[src/rtl/regfile_pkg.sv]
// Shared definitions for the register-file read side: sizes, the output-stage
// state encoding and the immediate extension helper.
package regfile_pkg;

  localparam int WIDTH   = 16;
  localparam int NREGS   = 16;
  localparam int RADDR_W = 4;

  typedef enum logic {
    EMPTY = 1'b0,
    FULL  = 1'b1
  } state_t;

  // Widen an 8-bit immediate to a full operand, signed or unsigned.
  function automatic logic [WIDTH-1:0] imm_extend(input logic [7:0] imm8, input logic sext);
    logic [WIDTH-1:0] result;
    if (sext) begin
      result = {{(WIDTH-8){imm8[7]}}, imm8};
    end else begin
      result = {{(WIDTH-8){1'b0}}, imm8};
    end
    return result;
  endfunction

endpackage

[src/rtl/regfile_read_unit_operand_select.sv]
// One register-file read port: picks r(addr), or the write-back value when that
// register is being written on this same edge.
module operand_select
  import regfile_pkg::*;
(
  input  logic [NREGS*WIDTH-1:0] regs_flat,
  input  logic [WIDTH-1:0]       aluBus,
  input  logic [NREGS-1:0]       regEn,
  input  logic [RADDR_W-1:0]     addr,
  output logic [WIDTH-1:0]       data
);

  always_comb begin
    data = regs_flat[addr*WIDTH +: WIDTH];
    if (regEn[addr]) begin
      data = aluBus;
    end
  end

endmodule

[src/rtl/regfile_read_unit.sv]
// Registered operand fetch for the ALU: one-entry valid/ready output stage whose
// held operands keep following register writes while the ALU is stalled.
module regfile_read_unit
  import regfile_pkg::*;
(
  input  logic                   clk,
  input  logic                   reset,
  input  logic [NREGS*WIDTH-1:0] regs_flat,
  input  logic [WIDTH-1:0]       aluBus,
  input  logic [NREGS-1:0]       regEn,
  input  logic                   req_valid,
  output logic                   req_ready,
  input  logic [RADDR_W-1:0]     req_rdest,
  input  logic [RADDR_W-1:0]     req_rsrc,
  input  logic                   req_use_imm,
  input  logic [7:0]             req_imm,
  input  logic                   req_sext,
  output logic                   out_valid,
  input  logic                   out_ready,
  output logic [WIDTH-1:0]       op_a,
  output logic [WIDTH-1:0]       op_b,
  output logic [RADDR_W-1:0]     out_rdest
);

  state_t               state;
  state_t               state_next;
  logic [RADDR_W-1:0]   held_rsrc;
  logic                 held_use_imm;
  logic                 accept;
  logic                 refresh;
  logic [RADDR_W-1:0]   addr_a;
  logic [RADDR_W-1:0]   addr_b;
  logic [WIDTH-1:0]     sel_a;
  logic [WIDTH-1:0]     sel_b;

  assign req_ready = (state == EMPTY) | out_ready;
  assign accept    = req_valid & req_ready;
  assign refresh   = (state == FULL) & ~out_ready;
  assign out_valid = (state == FULL);

  // Read ports look at the incoming request on accept, otherwise at what is held.
  assign addr_a = accept ? req_rdest : out_rdest;
  assign addr_b = accept ? req_rsrc  : held_rsrc;

  operand_select u_sel_a (
    .regs_flat (regs_flat),
    .aluBus    (aluBus),
    .regEn     (regEn),
    .addr      (addr_a),
    .data      (sel_a)
  );

  operand_select u_sel_b (
    .regs_flat (regs_flat),
    .aluBus    (aluBus),
    .regEn     (regEn),
    .addr      (addr_b),
    .data      (sel_b)
  );

  always_ff @(posedge clk) begin
    if (reset) begin
      state <= EMPTY;
    end else begin
      state <= state_next;
    end
  end

  always_comb begin
    state_next = state;
    case (state)
      EMPTY: if (accept) state_next = FULL;
      FULL:  if (out_ready && !accept) state_next = EMPTY;
      default: state_next = EMPTY;
    endcase
  end

  // A stalled beat re-reads its registers every edge so a late write is never lost.
  always_ff @(posedge clk) begin
    if (reset) begin
      op_a         <= '0;
      op_b         <= '0;
      out_rdest    <= '0;
      held_rsrc    <= '0;
      held_use_imm <= 1'b0;
    end else if (accept) begin
      op_a         <= sel_a;
      op_b         <= req_use_imm ? imm_extend(req_imm, req_sext) : sel_b;
      out_rdest    <= req_rdest;
      held_rsrc    <= req_rsrc;
      held_use_imm <= req_use_imm;
    end else if (refresh) begin
      op_a <= sel_a;
      if (!held_use_imm) begin
        op_b <= sel_b;
      end
    end
  end

endmodule

[config.mk]
export PLATFORM = sky130hd
export DESIGN_NAME = regfile_read_unit
export DESIGN_NICKNAME = d
export VERILOG_FILES = /design/src/rtl/regfile_pkg.sv /design/src/rtl/regfile_read_unit_operand_select.sv /design/src/rtl/regfile_read_unit.sv
export SDC_FILE = /design/constraint.sdc
export NUM_CORES = 1
export LEC_CHECK = 0
export ABC_AREA = 1
export CORE_MARGIN = 3
export CORE_UTILIZATION = 44
export DETAILED_ROUTE_END_ITERATION = 12
export GPL_TIMING_DRIVEN = 0
export MAX_ROUTING_LAYER = met4
export PLACE_DENSITY = 0.86
export SETUP_SLACK_MARGIN = 0.05
export SLEW_MARGIN = 5
export SYNTH_ARGS = -nofsm -noshare
export SYNTH_HDL_FRONTEND = slang
export SYNTH_HIERARCHICAL = 1
export SYNTH_SLANG_ARGS = --single-unit
[constraint.sdc]
create_clock -name clk -period 3.7 [get_ports clk]
set_input_delay 1.11 -clock clk [delete_from_list [all_inputs] [get_ports clk]]
set_output_delay 1.11 -clock clk [all_outputs]
set_load 0.01 [all_outputs]
Word-level counts from Yosys, hierarchy flattened. Index checks and enable logic that the tools add are counted.

Bits in registers: 42. Bits of input ports: 310. Output and inout port bits: 38. Word-level logic and storage cells: 38.

$lt $le $gt $ge: 2. Eq/ne operators: 1. Shift operators: 2. Muxes and demuxes: 18. Bitwise logic cells: 5. Reduce and logical (&&, ||, !) cells: 4.

Operator list (count): 256-bit by 9-bit indexed part select with 16-bit output (2); 16-bit two-way mux (9); 4-bit by 5-bit < comparator with 1-bit output (second input constant) (2); 1-bit binary-select mux with 4-bit select (2); 4-bit two-way mux (2); 1-bit two-way mux (4); 1-bit bitwise AND (2); 2-bit by 1-bit inequality test with 1-bit output (second input constant) (1); 1-bit inverter (2); 1-bit case mux with 2 select lines (1); 2-bit AND reduction (1); 2-bit nonzero test (1); 1-bit logical AND (1); 1-bit zero test (1); 1-bit bitwise OR (1).

Depth between registers and ports, before layout. Gate-level depths: netlist of the first run.

Word-level depth: 10. Gate-level depth with buffers: 26. Depth with buffers taken out: 23.

Modules after synthesis. Netlist of the first run, hierarchy kept.

By module, submodules not included: operand_select (instances 2, cells each 714, area each 3031.7 um^2, seq. area each 0.0 um^2); regfile_read_unit (instances 1, cells each 271, area each 1918.1 um^2, seq. area each 840.8 um^2).

Least setup slack after synthesis of the first run. No wires, ideal clock.

Path kind: input port to flip-flop. From: input port out_ready. To: register op_b[10]. Library setup time: 64 ps. Arrival: 3222 ps. Required time: 3636 ps. Slack: 414 ps. Stages: 26. Path buffers: 4. Path through: inv_2 > nand2_4 > nand2_8 > inv_2 > or2_2 > o21ai_0 > inv_1 > buf_4 > inv_2 > buf_6 > buf_6 > nand2_2 > nand3_2 > nand3_2 > nand3_2 > nand2_4 > inv_4 > buf_6 > nand2_1 > nand2_1 > inv_1 > o21ai_0 > nand2_1 > nand2_1 > nor2_1 > nor2_1.

Word-level cells in the longest chain between the ends: 9. Elaborated cells between the ends (all ways): 16. Those cells by class: 1 x eq/ne; 1 x shift; 8 x mux; 4 x bitwise; 2 x reduce/logical.

RTL lines: start, declared (line regfile_read_unit.sv:19) `input logic out_ready,`; 1-bit bitwise OR * (line regfile_read_unit.sv:36) `assign req_ready = (state == EMPTY) | out_ready;`; 1-bit bitwise AND * (line regfile_read_unit.sv:37) `assign accept = req_valid & req_ready;`; 4-bit two-way mux *; via addr_b[0] (line regfile_read_unit.sv:32) `logic [RADDR_W-1:0] addr_b;`; parallel branches: the longest is 2 deep, another holds 256-bit by 9-bit indexed part select with 16-bit output; 16-bit two-way mux * (line regfile_read_unit_operand_select.sv:15) `if (regEn[addr]) begin`; via sel_b[10] (line regfile_read_unit.sv:34) `logic [WIDTH-1:0] sel_b;`; 16-bit two-way mux (line regfile_read_unit.sv:94) `if (!held_use_imm) begin`; 16-bit two-way mux (line regfile_read_unit.sv:92) `end else if (refresh) begin`; 16-bit two-way mux * (line regfile_read_unit.sv:86) `end else if (accept) begin`; end signal, assigned (line regfile_read_unit.sv:88) `op_b <= req_use_imm ? imm_extend(req_imm, req_sext) : sel_b;`; end signal, assigned (line regfile_read_unit.sv:95) `op_b <= sel_b;`; end, declared (line regfile_read_unit.sv:21) `output logic [WIDTH-1:0] op_b,`.

Mark *: on every way through the listed nets, which the timed path passes. The select of a mux whose other input is x is not followed. A chain may end at the register's enable or synchronous reset.

Final worst setup path of the first run.
From: input port out_ready. To: register op_a[14].

Word-level cells in the longest chain between the ends: 8. Elaborated cells between the ends (all ways): 12. Those cells by class: 1 x shift; 6 x mux; 4 x bitwise; 1 x reduce/logical.

RTL lines: 1-bit bitwise OR * (line regfile_read_unit.sv:36); 1-bit bitwise AND * (line regfile_read_unit.sv:37); 4-bit two-way mux *; via addr_a[0] (line regfile_read_unit.sv:31) `logic [RADDR_W-1:0] addr_a;`; parallel branches: the longest is 2 deep, another holds 256-bit by 9-bit indexed part select with 16-bit output; 16-bit two-way mux * (line regfile_read_unit_operand_select.sv:15); via sel_a[14] (line regfile_read_unit.sv:33) `logic [WIDTH-1:0] sel_a;`; 16-bit two-way mux (line regfile_read_unit.sv:92); 16-bit two-way mux * (line regfile_read_unit.sv:86); end signal, assigned (line regfile_read_unit.sv:87) `op_a <= sel_a;`; end signal, assigned (line regfile_read_unit.sv:93) `op_a <= sel_a;`; end, declared (line regfile_read_unit.sv:20) `output logic [WIDTH-1:0] op_a,`.

Marked as above.

==> results of run 1 <==
[repair_timing]
item | 4_1_cts | 5_1_grt
cloned | 2 | 0
hold buffers | 0 | 0
pin swaps | 15 | 20
buffers inserted | 12 | 4
endpoints found under the setup margin | 32 | 28
gates resized for setup | 116 | 80
[worst max-delay path, stage by stage]
cell and delay (ns):
dlygate4sd2_1 0.24, inv_2 0.08, nand2_4 0.07, nand2_8 0.08, inv_4 0.05, buf_6 0.14, or2_1 0.22, o21ai_2 0.08
inv_1 0.08, buf_4 0.20, inv_4 0.09, buf_8 0.15, buf_12 0.17, buf_6 0.17, nand2_1 0.07, nand2_1 0.07
nand2_1 0.06, nand3_1 0.15, nand3_2 0.14, nand2_1 0.15, nand2_1 0.07, nand2_1 0.10, nor2_2 0.06, nor2_1 0.08
[cells in the mapped netlist (all sizes together)]
library cell and n:
a21oi 33, buf 95, clkbuf 31, clkinv 4, dfxtp 42, inv 99, nand2 734, nand3 226
nand4 8, nor2 250, o211ai 8, o21ai 161, or2 8
[flip-flops by register name (all words and copies together) (netlist names)]
name / cells
held_rsrc: 4
held_use_imm: 1
op_a: 16
op_b: 16
out_rdest: 4
out_valid: 1
[per-layer routing]
layer / track usage, % / up-vias / wire length, um
li1: - / 6091 / -
met3: 11.9 / 335 / 6940
met4: 29.6 / 0 / 4340
met1: 55.6 / 5954 / 16600
met2: 73.0 / 1293 / 20700
met5: - / - / 0
[kinds of logic after synthesis]
family	after synthesis	share of synthesized area, %
AND/OR/NAND/NOR	1226	62.9
AO/OA/AOI/OAI	202	13.0
flip-flops	42	10.5
buffers and inverters	229	13.6
[power breakdown]
part / switching (mW) / total, mW / internal [mW]
sequential: 0.0275 / 0.532 / 0.505
clock: 0.199 / 0.587 / 0.388
combinational: 1.57 / 2.61 / 1.05
[worst min-delay path by stage]
stage	start	endpoint	slack (ns)	depth (start not counted)
floorplan	held_use_imm	held_use_imm	0.44	2
global placement	held_use_imm	held_use_imm	0.45	2
detailed placement	op_b[1]	op_b[1]	0.46	2
CTS	op_b[1]	op_b[1]	0.47	2
global route	op_b[1]	op_b[1]	0.49	2
finish	op_b[1]	op_b[1]	0.47	2
[final cells by class]
class | count | share of cell area (%)
Clock buffer | 5 | 0.991
Multi-Input combinational cell | 1428 | 50.2
Tap cell | 225 | 2.23
Inverter | 103 | 3.28
Antenna cell | 2 | 0.0396
Timing Repair Buffer | 363 | 28.6
Clock inverter | 3 | 0.545
Sequential cell | 42 | 6.66
Buffer | 126 | 7.39
[per-stage QoR]
| stage | instances | utilization, % | hold WS (ns) | setup WS [ns] | instance area, um^2 |
|---|---|---|---|---|---|
| floorplan | 1699 | - | 0.440 | 0.414 | 7980 |
| global placement | 2269 | 66.8 | 0.451 | -0.858 | 11700 |
| detailed placement | 2269 | 66.8 | 0.457 | -0.945 | 11700 |
| CTS | 2291 | 70.5 | 0.467 | 0.193 | 12400 |
| global route | 2297 | 72.0 | 0.489 | 0.0228 | 12600 |
| finish | 2297 | 72.0 | 0.468 | 0.0563 | 12600 |
==> out/qor.txt, run 1 <==
Total Power - 3.73 mW
CTS Buffer Depth - 2
Die width - 141 um
H-tree levels - 2
Register Area - 841 um^2
Relative slew margins - 44.3%
Syn Nets - 2,009
Cts bufs inserted - 5
ANT nets after route - 0
Tmin final - 3.64 ns
YS warnings - 6
Area taken by multi-input logic gates - 0.00634 mm^2
Number of unique standard cell types used by synthesis - 24
Via/cell ratio - 5.95
Final worst path period share - 98.5%
HP Class - flip-flop to flip-flop
Max Clock Skew - 0.00610 ns
Slew at the pin closest to its max-slew limit - 0.835 ns
First-pass GRT wire length - 71,900 um
Post-synthesis sequential area ratio - 10.5%
Worst ir drop on vdd - 0.000289 V
DRT iter0 DRCs - 2,366
Total GRT Usage - 47.5%
Fillcell total - 1,591
Area leader, netlist - nand2_1
Critical path start-end classification - input port to flip-flop
Critical Path Sink - op_a[14]
Final setup violation count - 0
Maxcap violations - 0
Reg-to-reg endpoint - op_a[14]
HPWL Detailed - 37,900 um
Std cell rows - 48
Starting Density - 45.5%
Boundary pin count - 348
Reg2reg setup slack - 0.75 ns
Synth top area share - 34.1%
Layout area overhead - 58.2%
Most common cell after layout, fill and taps aside - nand2_1
Via count - 13,700
Lkg Pwr - 6.33 nW
Unrepaired setup endpoints after global routing - true
Vias in the first global route - 12,800
CTS tree - yes
Worst EP arrival - 3.88 ns
Worst-Skew Late Latency - 0.30 ns
Max-slew violations - 0
Max Freq - 0.274 GHz
Reg2reg start - out_valid
Nets@finish - 2,379
CP Launch Type - input port
Power Density - 296 mW/mm^2
Largest net degree at the start of global routing - 15
Die H - 141 um
First-pass DRT Iterations - 7
Antenna violations before repair - 2
Share of cells above drive strength 1 - 11.4%
Crit. End Element - flip-flop
Worst Reg-to-Reg Cells - 22
Core ar. - 0.0175 mm^2
Port Buffers - 345
Root Driver - clkbuf_16
Global placer's final weighted congestion - 1.11
Syn Inst Count - 1,699
Area of the mapped netlist - 0.00798 mm^2
Final setup TNS - 0 ns
Most frequent cells in the layout - nand2_1, clkdlybuf4s50_1, nor2_1
Final Hold Viols - 0
Max FO, Critical Path - 10
Avg Inst Size Synth - 4.70 um^2
Origin of the worst setup path - out_ready
Clock sinks - 42
Dominant cells by area after synthesis - nand2_1, nand3_1, nor2_1
DR WL/cell - 21.1 um
DRT Wirelength - 48,600 um
Clk pin slew, worst setup/hold paths - 0.06 ns
CP required - 3.94 ns
Die area - 0.0198 mm^2
Residual DRC - 0
Flops & latches, synth - 42
Status - finished clean
Total grt overflow - 0
(Power assumes the default switching activity.)
==> inputs of run 2 (changes only) <==
--- a/config.mk
+++ b/config.mk
@@ -13,7 +13,7 @@
 export MAX_ROUTING_LAYER = met4
 export PLACE_DENSITY = 0.86
 export SETUP_SLACK_MARGIN = 0.05
-export SLEW_MARGIN = 5
+export SLEW_MARGIN = 20
 export SYNTH_ARGS = -nofsm -noshare
 export SYNTH_HDL_FRONTEND = slang
 export SYNTH_HIERARCHICAL = 1
==> results of run 2 <==
Same layout as run 1: the final DEF is identical, and so are final timing and power.
==> inputs of run 3 (changes only) <==
--- a/config.mk
+++ b/config.mk
@@ -6,6 +6,8 @@
 export NUM_CORES = 1
 export LEC_CHECK = 0
 export ABC_AREA = 1
+export ABC_CLOCK_PERIOD_IN_PS = 3700
+export CAP_MARGIN = 20
 export CORE_MARGIN = 3
 export CORE_UTILIZATION = 44
 export DETAILED_ROUTE_END_ITERATION = 12
==> results of run 3 <==
Same layout as run 1: the final DEF is identical, and so are final timing and power.
